===== src/rtl/spi_slave_rx_frame.sv =====
// SPI mode-0 slave core: oversampled sclk/ss_n/mosi, MSB-first bytes grouped
// into multi-byte frames, with tx_data shifted out on miso in the same transfer.
module spi_slave_rx_frame #(
    parameter int SYNC_STAGES = 2,
    parameter int DATA_W      = 8,
    parameter int FRAME_BYTES = 2
) (
    input  logic                          clk,
    input  logic                          reset,
    input  logic                          sclk,
    input  logic                          ss_n,
    input  logic                          mosi,
    output logic                          miso,
    input  logic [DATA_W-1:0]             tx_data,
    output logic [DATA_W-1:0]             rx_byte,
    output logic                          rx_byte_valid,
    output logic [DATA_W*FRAME_BYTES-1:0] frame_data,
    output logic                          frame_valid,
    output logic                          frame_err
);

    localparam int FW = DATA_W * FRAME_BYTES;
    localparam int BW = $clog2(DATA_W + 1);
    localparam int CW = $clog2(FRAME_BYTES + 1);

    typedef enum logic [1:0] {
        IDLE,
        SHIFT,
        CLOSE
    } state_t;

    state_t state, state_n;

    logic [SYNC_STAGES:0]   sclk_q;
    logic [SYNC_STAGES:0]   ss_q;
    logic [SYNC_STAGES-1:0] mosi_q;

    logic [BW-1:0]     bit_cnt;
    logic [CW-1:0]     byte_cnt;
    logic [CW-1:0]     byte_after;
    logic [DATA_W-1:0] rx_sr;
    logic [DATA_W-1:0] tx_sr;
    logic [FW-1:0]     frame_sr;
    logic [FW-1:0]     frame_nx;

    logic sclk_rise, sclk_fall, ss_fall, ss_rise, mosi_s;
    logic done, last;
    logic do_load, do_shift_in, do_shift_out, err_n;

    assign sclk_rise = sclk_q[SYNC_STAGES-1] & ~sclk_q[SYNC_STAGES];
    assign sclk_fall = ~sclk_q[SYNC_STAGES-1] & sclk_q[SYNC_STAGES];
    assign ss_fall   = ~ss_q[SYNC_STAGES-1] & ss_q[SYNC_STAGES];
    assign ss_rise   = ss_q[SYNC_STAGES-1] & ~ss_q[SYNC_STAGES];
    assign mosi_s    = mosi_q[SYNC_STAGES-1];

    assign done     = (bit_cnt == BW'(DATA_W));
    assign last     = (byte_cnt == CW'(FRAME_BYTES - 1));
    assign frame_nx = (frame_sr << DATA_W) | FW'(rx_sr);
    assign miso     = (state == SHIFT) ? tx_sr[DATA_W-1] : 1'b0;

    // Sync regs reset low so an ss_n held low across reset shows no falling edge.
    always_ff @(posedge clk) begin
        if (reset) begin
            sclk_q <= '0;
            ss_q   <= '0;
            mosi_q <= '0;
        end else begin
            sclk_q <= {sclk_q[SYNC_STAGES-1:0], sclk};
            ss_q   <= {ss_q[SYNC_STAGES-1:0], ss_n};
            mosi_q <= {mosi_q[SYNC_STAGES-2:0], mosi};
        end
    end

    always_comb begin
        state_n      = state;
        do_load      = 1'b0;
        do_shift_in  = 1'b0;
        do_shift_out = 1'b0;
        err_n        = 1'b0;
        byte_after   = byte_cnt;
        if (done) begin
            byte_after = last ? '0 : byte_cnt + CW'(1);
        end
        unique case (state)
            IDLE: begin
                if (ss_fall) begin
                    state_n = SHIFT;
                    do_load = 1'b1;
                end
            end
            SHIFT: begin
                do_shift_in = sclk_rise;
                // The fall right after a byte completes must not eat the reloaded MSB.
                do_shift_out = sclk_fall && (bit_cnt != '0) && !done;
                if (ss_rise) begin
                    state_n = CLOSE;
                end
            end
            CLOSE: begin
                state_n = IDLE;
                err_n   = (!done && bit_cnt != '0) || (byte_after != '0);
            end
            default: state_n = IDLE;
        endcase
    end

    always_ff @(posedge clk) begin
        if (reset) begin
            state         <= IDLE;
            bit_cnt       <= '0;
            byte_cnt      <= '0;
            rx_sr         <= '0;
            tx_sr         <= '0;
            frame_sr      <= '0;
            rx_byte       <= '0;
            rx_byte_valid <= 1'b0;
            frame_data    <= '0;
            frame_valid   <= 1'b0;
            frame_err     <= 1'b0;
        end else begin
            state         <= state_n;
            rx_byte_valid <= 1'b0;
            frame_valid   <= 1'b0;
            frame_err     <= err_n;
            if (do_load) begin
                tx_sr    <= tx_data;
                bit_cnt  <= '0;
                byte_cnt <= '0;
            end
            if (do_shift_out) begin
                tx_sr <= tx_sr << 1;
            end
            if (done) begin
                rx_byte       <= rx_sr;
                rx_byte_valid <= 1'b1;
                tx_sr         <= tx_data;
                bit_cnt       <= '0;
                frame_sr      <= frame_nx;
                byte_cnt      <= byte_after;
                if (last) begin
                    frame_data  <= frame_nx;
                    frame_valid <= 1'b1;
                end
            end
            if (do_shift_in) begin
                rx_sr   <= {rx_sr[DATA_W-2:0], mosi_s};
                bit_cnt <= done ? BW'(1) : bit_cnt + BW'(1);
            end
            if (state == CLOSE) begin
                bit_cnt  <= '0;
                byte_cnt <= '0;
            end
        end
    end

endmodule


===== config.mk =====
export PLATFORM = sky130hd
export DESIGN_NAME = spi_slave_rx_frame
export DESIGN_NICKNAME = d
export VERILOG_FILES = /design/src/rtl/spi_slave_rx_frame.sv
export SDC_FILE = /design/constraint.sdc
export NUM_CORES = 1
export LEC_CHECK = 0
export ABC_CLOCK_PERIOD_IN_PS = 1900
export BUFFER_PORTS_ARGS = -buffer_cell sky130_fd_sc_hd__buf_2
export CORE_ASPECT_RATIO = 0.9
export CORE_MARGIN = 2
export CORE_UTILIZATION = 54
export DETAILED_ROUTE_END_ITERATION = 10
export PLACE_DENSITY = 0.84
export SETUP_SLACK_MARGIN = 0.2
export SKIP_CTS_REPAIR_TIMING = 1
export SYNTH_ARGS = -nofsm -noshare
export SYNTH_HDL_FRONTEND = slang
export SYNTH_SLANG_ARGS = --single-unit
export TNS_END_PERCENT = 50

===== constraint.sdc =====
create_clock -name clk -period 1.9 [get_ports clk]
set_input_delay 0.38 -clock clk [delete_from_list [all_inputs] [get_ports clk]]
set_output_delay 0.38 -clock clk [all_outputs]
set_load 0.005 [all_outputs]

==> results.md <==
- Pint: 2.02 mW
- CTS tree: built
- Mux share of post-synthesis cell area: 0.0348
- Post-synth EDFFs: 0
- CTS Buf Count: 9
- LEAKAGE: 1.17 nW
- Hold crit path type: primary input to register
- Hpwl dp: 2.88 mm
- Commonest cells after routing, fill and taps aside: nand2_1, dfxtp_1, buf_2
- Net Sw Frac: 0.194
- Fin crit period: 1.64 ns
- Worst Hold Slack: 0.260 ns
- GRT met2 Usage: 0.341
- Fin crit share: 0.864
- Syn nets: 275
- Detail Route Antenna Nets: 0
- CTS Root Cell: clkbuf_8
- Dpl ws: 0.197 ns
- Primary FF master, synth: dfxtp_1
- # clock sinks: about 60
- Setup violations, final: 0
- Global route hottest layer: met2
- Starting Density: 0.564
- Worst Setup End Kind: register
- Cells after synthesis: 260
- Register-to-register setup slack: 0.26 ns
- Antenna violations before repair: 0
- Worst slew pin tran: 0.326 ns
- # DRC: 0
- #FFs+latches synth: 59
- Crit-path max FO: 10
- Post-route setup slack: about 0.26 ns
- Share of power burned in registers: 0.501
- Die Y: 65.9 µm
- Comb pwr share: 0.026
- Vias in the first global route: between 1500 and 2000
- Yosys warning total: 0
- Core footprint: 4070 µm²
- XOR/XNOR Fraction of Synth Area: 0
- VDD IR max: 559 µV
- Fmax: 0.609 GHz
- CTS H-tree depth: 3
- PD cells: 927 nW/µm²
- Startpoint type of the worst setup path: register
- Die Width: 72.8 µm
- Ant diodes: 0
- Synth cell types: 32
- Clock Latency Late Sink: approximately 0.33 ns
- Crit Path Category: register to register
- Post-synthesis async set-or-reset flop share: 0
- Synth Area in Compound Gates: 0.126
- First-pass GRT wire length: 7.38 mm
- Vias: 1811
- RD Place Congestion: 0.768
- Synth Area in Simple Gates: 0.238
- Commonest non-fill, non-tap cell in the layout: nand2_1
- All-Layer GR Usage: 0.207
- Max_cap viols: 0
- Global routing usage on met1: 0.233
- RSZ-0062 raised after global routing: true
- Switch Pwr: 0.487 mW
- DRT iter0 DRCs: 110
- Post-Route WL: 4.46 mm
- Main combinational cell family by area after synthesis: simple AND/OR/NAND/NOR gates
- Area Overhead vs Synth: 17.6%
- Drt via density: between 5 and 6
- Sequential share of the synthesized area: 0.514
- Max_slew headroom: 0.782
- Clock share of power: 0.474
- Clock buffer depth: 2
- Max Clock Skew: 0.00474 ns
- TritonRoute pass-1 iters: 4
- Arrival @ worst endpoint: 1.85 ns
- # nets final: roughly 310
- IO Port Bufs: 40
- Top-level port count: slightly above 40
- Hold Vio Cnt, Final: 0
- Max Slew Vio Count: 0
- Adder-cell share of the synthesized area: 0.0152
- Share of cells above drive strength 1: 0.232
- Die area: 4800 µm²
- Avg Inst Size Synth: 8.85 µm²
- Routed len/inst: 12.9 µm
- CP required: 2.10 ns
- Status: finished clean
- Post-Syn Area: 2300 µm²
- Clk slew on worst S/H paths: 0.06 ns
- Total Neg Setup Slack: 0 ns
- Largest net degree at the start of global routing: 42
- Fill cell count: between 300 and 400
- Met3 Use GR: 0.0716
- Row count: 22
- Congestion Overflow GR: 0
flip-flops by register name, indices dropped and copies added (netlist names), 2 cells and up:
signal / cells
ss_q: 3
rx_sr: 8
bit_cnt: 4
mosi_q: 2
sclk_q: 3
rx_byte: 8
state: 2
tx_sr: 8
byte_cnt: 2
frame_data: 16
per-layer routing:
layer  vias to the layer above  routed length [µm]  share of wire
met5                         -                   0              0
li1                        923                   -              -
met4                         0                  76          0.017
met2                        51                2130           0.48
met1                       831                2030           0.46
met3                         6                 225          0.050
cells by family (layout without fill, tap and decap cells):
kind of cell	Yosys count	in the layout
AOI/OAI and AO/OA	51	51
and+or+nand+nor	112	112
adders and majority gates	3	3
buffers and inverters	27	65
DFF	59	59
muxes	8	8
synth_stat cells (2+ instances only):
cell type  count  area share
buf_2          3      0.0065
buf_4         10       0.033
a21oi_1       39       0.085
nor2b_1        8       0.022
dfxtp_1       59        0.51
nor2_1        17       0.028
nor3_1         3      0.0065
and4bb_2       2       0.011
a211oi_1       8       0.026
nand3_1        2      0.0044
mux2i_1        8       0.035
ha_1           2       0.011
clkbuf_1       8       0.013
nand2_1       68        0.11
nand2b_1       2      0.0054
nand3b_1       2      0.0065
inv_1          4      0.0065
path summary, 6_finish.rpt:
| kind | from | end | cells after the start |
|---|---|---|---|
| max | bit_cnt[1] | tx_sr[1] | 7 |
| min | sclk | sclk_q[0] | 2 |
| max reg2reg | bit_cnt[1] | tx_sr[1] | 7 |
| min reg2reg | mosi_q[1] | rx_sr[0] | 2 |
per-stage QoR:
stage                      util  std cells  instance area (µm²)  power [mW]
after floorplan               -        260                 2300        1.32
after detailed placement  0.604        330                 2460        1.34
after global placement    0.604        330                 2460        1.34
final                     0.664        346                 2700        2.51
after CTS                 0.656        345                 2670        2.53
after global routing      0.664        346                 2700        2.59
worst max-delay path, cell delays in order (launching register included):
cell	delay [ns]
dfxtp_1	0.38
inv_1	0.07
ha_1	0.22
and3b_1	0.26
nor2_4	0.14
buf_12	0.15
mux2i_1	0.19
a211oi_1	0.09
area by class of cell:
type                       count  area (µm²)  area share
tap                           48        60.1      0.0222
multi-input combinational    174         963       0.356
timing repair buffer          46         270       0.100
inverter                       4        15.0     0.00555
clock buffer                  14         183      0.0676
clock inverter                 1        30.0      0.0111
sequential                    59        1180       0.437
power groups by stage:
stage	Sequential, mW	Clock [mW]	Combinational [mW]
final	1.26	1.19	0.0645
after global routing	1.26	1.27	0.0711
after global placement	1.28	0	0.0602
after detailed placement	1.28	0	0.0619
after CTS	1.26	1.21	0.0622
after floorplan	1.28	0	0.0415
Note: power is estimated with default switching activity, not from simulation.
